`src/rtl/speed_encoder.sv`:
```
// Pushbutton front end for the stepper speed path: debounced up/down presses set a
// target level 1..6, and a rate-limited actual level drives the step period.
module speed_encoder #(
  parameter int unsigned DEBOUNCE_CYCLES = 500000,
  parameter int unsigned RAMP_CYCLES     = 5000000,
  parameter int unsigned BASE_PERIOD     = 600000,
  parameter int unsigned PERIOD_W        = 20
) (
  input  logic                clk,
  input  logic                rst,
  input  logic                btn_up,
  input  logic                btn_down,
  input  logic                enable,
  output logic [2:0]          digit,
  output logic [2:0]          cur_digit,
  output logic [PERIOD_W-1:0] step_period,
  output logic                busy
);

  localparam int unsigned DB_W = $clog2(DEBOUNCE_CYCLES);
  localparam int unsigned RP_W = $clog2(RAMP_CYCLES);
  localparam logic [DB_W-1:0] DB_LAST = DB_W'(DEBOUNCE_CYCLES - 1);
  localparam logic [RP_W-1:0] RP_LAST = RP_W'(RAMP_CYCLES - 1);

  localparam logic [PERIOD_W-1:0] PER1 = PERIOD_W'(BASE_PERIOD / 1);
  localparam logic [PERIOD_W-1:0] PER2 = PERIOD_W'(BASE_PERIOD / 2);
  localparam logic [PERIOD_W-1:0] PER3 = PERIOD_W'(BASE_PERIOD / 3);
  localparam logic [PERIOD_W-1:0] PER4 = PERIOD_W'(BASE_PERIOD / 4);
  localparam logic [PERIOD_W-1:0] PER5 = PERIOD_W'(BASE_PERIOD / 5);
  localparam logic [PERIOD_W-1:0] PER6 = PERIOD_W'(BASE_PERIOD / 6);

  typedef enum logic {IDLE, RAMP} state_e;

  // Bit 0 is the up button, bit 1 the down button.
  logic [1:0]      sync1_q, sync2_q, db_q, db_prev_q, press;
  logic [DB_W-1:0] db_cnt_q [2];

  state_e                state_q;
  logic [RP_W-1:0]       ramp_cnt_q;
  logic [2:0]            digit_q, digit_d, cur_q, cur_step;
  logic [PERIOD_W-1:0]   period_q, period_lut;
  logic                  busy_q;

  always_ff @(posedge clk or posedge rst) begin
    if (rst) begin
      sync1_q   <= '0;
      sync2_q   <= '0;
      db_q      <= '0;
      db_prev_q <= '0;
      for (int unsigned i = 0; i < 2; i++) db_cnt_q[i] <= '0;
    end else begin
      sync1_q   <= {btn_down, btn_up};
      sync2_q   <= sync1_q;
      db_prev_q <= db_q;
      for (int unsigned i = 0; i < 2; i++) begin
        if (sync2_q[i] != db_q[i]) begin
          if (db_cnt_q[i] == DB_LAST) begin
            db_q[i]     <= sync2_q[i];
            db_cnt_q[i] <= '0;
          end else begin
            db_cnt_q[i] <= db_cnt_q[i] + DB_W'(1);
          end
        end else begin
          db_cnt_q[i] <= '0;
        end
      end
    end
  end

  assign press = db_q & ~db_prev_q;

  always_comb begin
    digit_d = digit_q;
    if (enable && press[0] && !press[1] && digit_q != 3'd6)
      digit_d = digit_q + 3'd1;
    else if (enable && press[1] && !press[0] && digit_q != 3'd1)
      digit_d = digit_q - 3'd1;
  end

  always_comb begin
    cur_step = (digit_q > cur_q) ? cur_q + 3'd1 : cur_q - 3'd1;
    case (cur_q)
      3'd1:    period_lut = PER1;
      3'd2:    period_lut = PER2;
      3'd3:    period_lut = PER3;
      3'd4:    period_lut = PER4;
      3'd5:    period_lut = PER5;
      3'd6:    period_lut = PER6;
      default: period_lut = PER1;
    endcase
  end

  always_ff @(posedge clk or posedge rst) begin
    if (rst) begin
      state_q    <= IDLE;
      ramp_cnt_q <= '0;
      digit_q    <= 3'd1;
      cur_q      <= 3'd1;
      period_q   <= PER1;
      busy_q     <= 1'b0;
    end else begin
      digit_q  <= digit_d;
      busy_q   <= (cur_q != digit_q);
      period_q <= period_lut;
      case (state_q)
        IDLE: begin
          ramp_cnt_q <= '0;
          if (cur_q != digit_q) state_q <= RAMP;
        end
        RAMP: begin
          // A target that lands on the current level ends the ramp without a step.
          if (cur_q == digit_q) begin
            state_q    <= IDLE;
            ramp_cnt_q <= '0;
          end else if (ramp_cnt_q == RP_LAST) begin
            ramp_cnt_q <= '0;
            cur_q      <= cur_step;
            if (cur_step == digit_q) state_q <= IDLE;
          end else begin
            ramp_cnt_q <= ramp_cnt_q + RP_W'(1);
          end
        end
        default: state_q <= IDLE;
      endcase
    end
  end

  assign digit       = digit_q;
  assign cur_digit   = cur_q;
  assign step_period = period_q;
  assign busy        = busy_q;

endmodule

```
`config.mk`:
```
export PLATFORM = sky130hd
export DESIGN_NAME = speed_encoder
export DESIGN_NICKNAME = d
export VERILOG_FILES = /design/src/rtl/speed_encoder.sv
export SDC_FILE = /design/constraint.sdc
export NUM_CORES = 1
export LEC_CHECK = 0
export ABC_AREA = 1
export BUFFER_PORTS_ARGS = -buffer_cell sky130_fd_sc_hd__buf_4
export CAP_MARGIN = 40
export CELL_PAD_IN_SITES_DETAIL_PLACEMENT = 0
export CELL_PAD_IN_SITES_GLOBAL_PLACEMENT = 1
export CORE_MARGIN = 1.5
export CORE_UTILIZATION = 45
export DETAILED_ROUTE_END_ITERATION = 16
export PLACE_DENSITY_LB_ADDON = 0.05
export SLEW_MARGIN = 20
export SYNTH_ARGS = -nofsm -noshare
export SYNTH_HDL_FRONTEND = slang
export SYNTH_SLANG_ARGS = --single-unit
```
`constraint.sdc`:
```
create_clock -name clk -period 4.59 [get_ports clk]
set_clock_uncertainty 0.1 [all_clocks]
set_input_delay 1.1475 -clock clk [delete_from_list [all_inputs] [get_ports clk]]
set_output_delay 1.1475 -clock clk [all_outputs]
set_load 0.1 [all_outputs]
```
==> impl_metrics.json <==
{
  "path_cells": "buf_4",
  "cts_sinks": 90,
  "status": "complete, no violations",
  "hold_depth": 0,
  "synthXorXnorAreaFrac": 0.0414,
  "antenna_found_initial": 0,
  "reg2regPathDepth": 14,
  "period_needed_ns": 2.59,
  "fin_total_pwr_mw": 1.42,
  "cts_buffer_depth": 2,
  "route.antenna.remaining_nets": 0,
  "grt_pass1_wl_um": 18200,
  "rsz0062_at_grt": "no",
  "crit_path_top_delay_cell": "dfstp_2",
  "leakagePower_nw": 2.44,
  "worstPathArrival_ns": 1.34,
  "worstPathRequired_ns": 3.34,
  "port_buffers": 27,
  "postPlaceCellArea_um2": 5190,
  "setup_viol": 0,
  "rr_endpoint": "state_q",
  "globalRouteOverflowTotal": 0,
  "worst-path-max-fanout": 10,
  "place_hpwl_um": 8280,
  "ys_seq_area_frac": 0.465,
  "synthDistinctLibCells": 32,
  "grt_pass1_vias": 3713,
  "setup_ws_ns": 2.00,
  "place.gp.congestion": 0.882,
  "async_reset_ff_frac": 1.00,
  "start_util": 0.467,
  "drt_iter0_markers": 247,
  "num_rows": 37,
  "hp-start": "sync1_q[0]",
  "final_nets": 686,
  "synth_common_cells": "136 x nand2_1, 132 x nor2_1, 87 x inv_1, 82 x dfrtp_1, 44 x nand3_1",
  "groute.usage.overall": 0.208,
  "fillers": 1057,
  "cts_buffers": 9,
  "core_um2": 10400,
  "synth_cells": 636,
  "crit_path_end_kind": "primary output",
  "hold_class": "flop to flop",
  "synth_top_area_share": 0.422,
  "root_buffer": "clkbuf_8",
  "area.growth.synth_to_final_pct": 11.1,
  "avgSynthCellArea_um2": 7.64,
  "grt_max_degree": 34,
  "clk_latency_ns": 0.37,
  "timing_worst_setup_path_type": "flop to primary output",
  "place_ws_ns": 2.09,
  "critPathTopFamily": "flip-flops",
  "first_pass_iters": 4,
  "vias": 4007,
  "drc_errors": 0,
  "synthTopCellsByArea": "dfrtp_1 42%, nand2_1 10%, nor2_1 10%",
  "setup-tns-final_ns": 0,
  "synth_simple_gate_area_frac": 0.345,
  "cts_setup_buffers": 0,
  "layout-drive-gt1-share": 0.101,
  "synth.area.mux_share": 0,
  "synth_top_cell_by_area": "dfrtp_1",
  "cp_num_buf_inv": 1,
  "cts_resized": 0,
  "clk_pin_slew_ns": 0.09,
  "die_area_um2": 11400,
  "cts.hold.buffers_added": 0,
  "whs_endpoint": "sync2_q[0]",
  "finalHoldViolCount": 0,
  "slew_violations": 0,
  "yosys_warnings": 0,
  "synth_flop_cell": "dfrtp_1",
  "rrSetupSlack_ns": 2.08,
  "slowest_delay_ns": 0.64,
  "routed_wirelength_um": 10900,
  "yosysMostFrequentCell": "nand2_1",
  "die_y_um": 107,
  "syn_area_um2": 4860,
  "vias_per_cell": 4.94,
  "fin_area_um2": 5400,
  "power_density_nw_per_um2": 263,
  "tritoncts": "yes",
  "die_w_um": 107,
  "wl_per_cell_um": 13.4,
  "drv_cap": 0,
  "synth-compound-area-share": 0.0350,
  "fmaxAchievable_mhz": 387,
  "synth_seq_cells": 90,
  "start_kind": "flop",
  "io_pins": 32,
  "period_share": 0.563,
  "synth_top_family_by_area": "simple AND/OR/NAND/NOR gates",
  "synthAdderAreaFrac": 0.0299,
  "synth_edf_count": 0,
  "holdWs_ns": 0.263,
  "num_antenna_cells": 0,
  "htree_levels": 3,
  "r2r_start": "cur_digit[2]",
  "vdd_drop_max_v": 0.000189
}
placed cells by master, fill, tap and decap left out, types with 2 or more instances in the layout:
cell type and n:
a21oi_1 15, nor3b_1 5, xnor2_1 5, nand2_1 136
nor3_1 25, nand3_1 44, nand4_1 20, inv_1 86
clkbuf_8 11, clkinv_2 2, nand3_2 3, nor4_1 2
xor2_1 18, or2_2 2, nor3_2 2, dfrtp_1 82
nand2_2 3, nand3b_1 2, o21ai_1 2, nor2_4 2
ha_1 10, o21ai_0 14, nor2_1 132, conb_1 4
buf_4 29, dfstp_2 8, nor3_4 2
routing by layer:
| layer | track usage | share of wire | vias up | wire (µm) |
|---|---|---|---|---|
| met2 | 0.294 | 0.43 | 59 | 4640 |
| met3 | 0.0444 | 0.040 | 16 | 440 |
| met5 | 0 | 0 | - | 0 |
| li1 | - | - | 2065 | - |
| met1 | 0.301 | 0.51 | 1867 | 5520 |
| met4 | 0.103 | 0.026 | 0 | 284 |
area by class of cell:
| type | count | area (µm²) | share of cell area |
|---|---|---|---|
| sequential | 90 | 2260 | 0.419 |
| multi-input combinational | 451 | 2210 | 0.409 |
| inverter | 89 | 335 | 0.0621 |
| timing repair buffer | 29 | 218 | 0.0403 |
| tap | 136 | 170 | 0.0315 |
| clock buffer | 12 | 155 | 0.0287 |
| clock inverter | 4 | 51.3 | 0.00950 |
cells by family (layout without fill, tap and decap cells):
group	Yosys count	after routing
buf+inv	98	134
fa+ha+maj	11	11
other cells	1	4
compound gates	33	33
xor+xnor	23	23
flops	90	90
simple gates	380	380
worst max path at each step:
stage | start | endpoint | slack [ns] | depth (start not counted)
final | cur_digit[0] | cur_digit[0] | 2.00 | 1
after global routing | cur_digit[2] | state_q | 1.87 | 15
after CTS | cur_digit[0] | cur_digit[0] | 1.98 | 1
after detailed placement | cur_digit[2] | state_q | 2.09 | 14
after global placement | cur_digit[2] | state_q | 2.21 | 14
after floorplan | rst | busy | 1.02 | 1
flip-flops by register name, indices dropped and copies added (netlist names):
signal	cells
busy	1
cur_digit	3
db_cnt_q	38
db_prev_q	2
db_q	2
digit	3
ramp_cnt_q	23
state_q	1
step_period	13
sync1_q	2
sync2_q	2
power by group:
group	internal (mW)	total (mW)	switching, mW
logic	0.00820	0.0503	0.0421
clock network	0.282	0.567	0.285
registers	0.798	0.804	0.00596
through the flow:
| step | std cells | util |
|---|---|---|
| 3_3_place_gp | 795 | 0.499 |
| 4_1_cts | 811 | 0.519 |
| 2_1_floorplan | 639 | - |
| 5_1_grt | 811 | 0.519 |
| 3_5_place_dp | 795 | 0.499 |
| 6_report | 811 | 0.519 |
No activity file was read; power rests on OpenSTA's default activity.
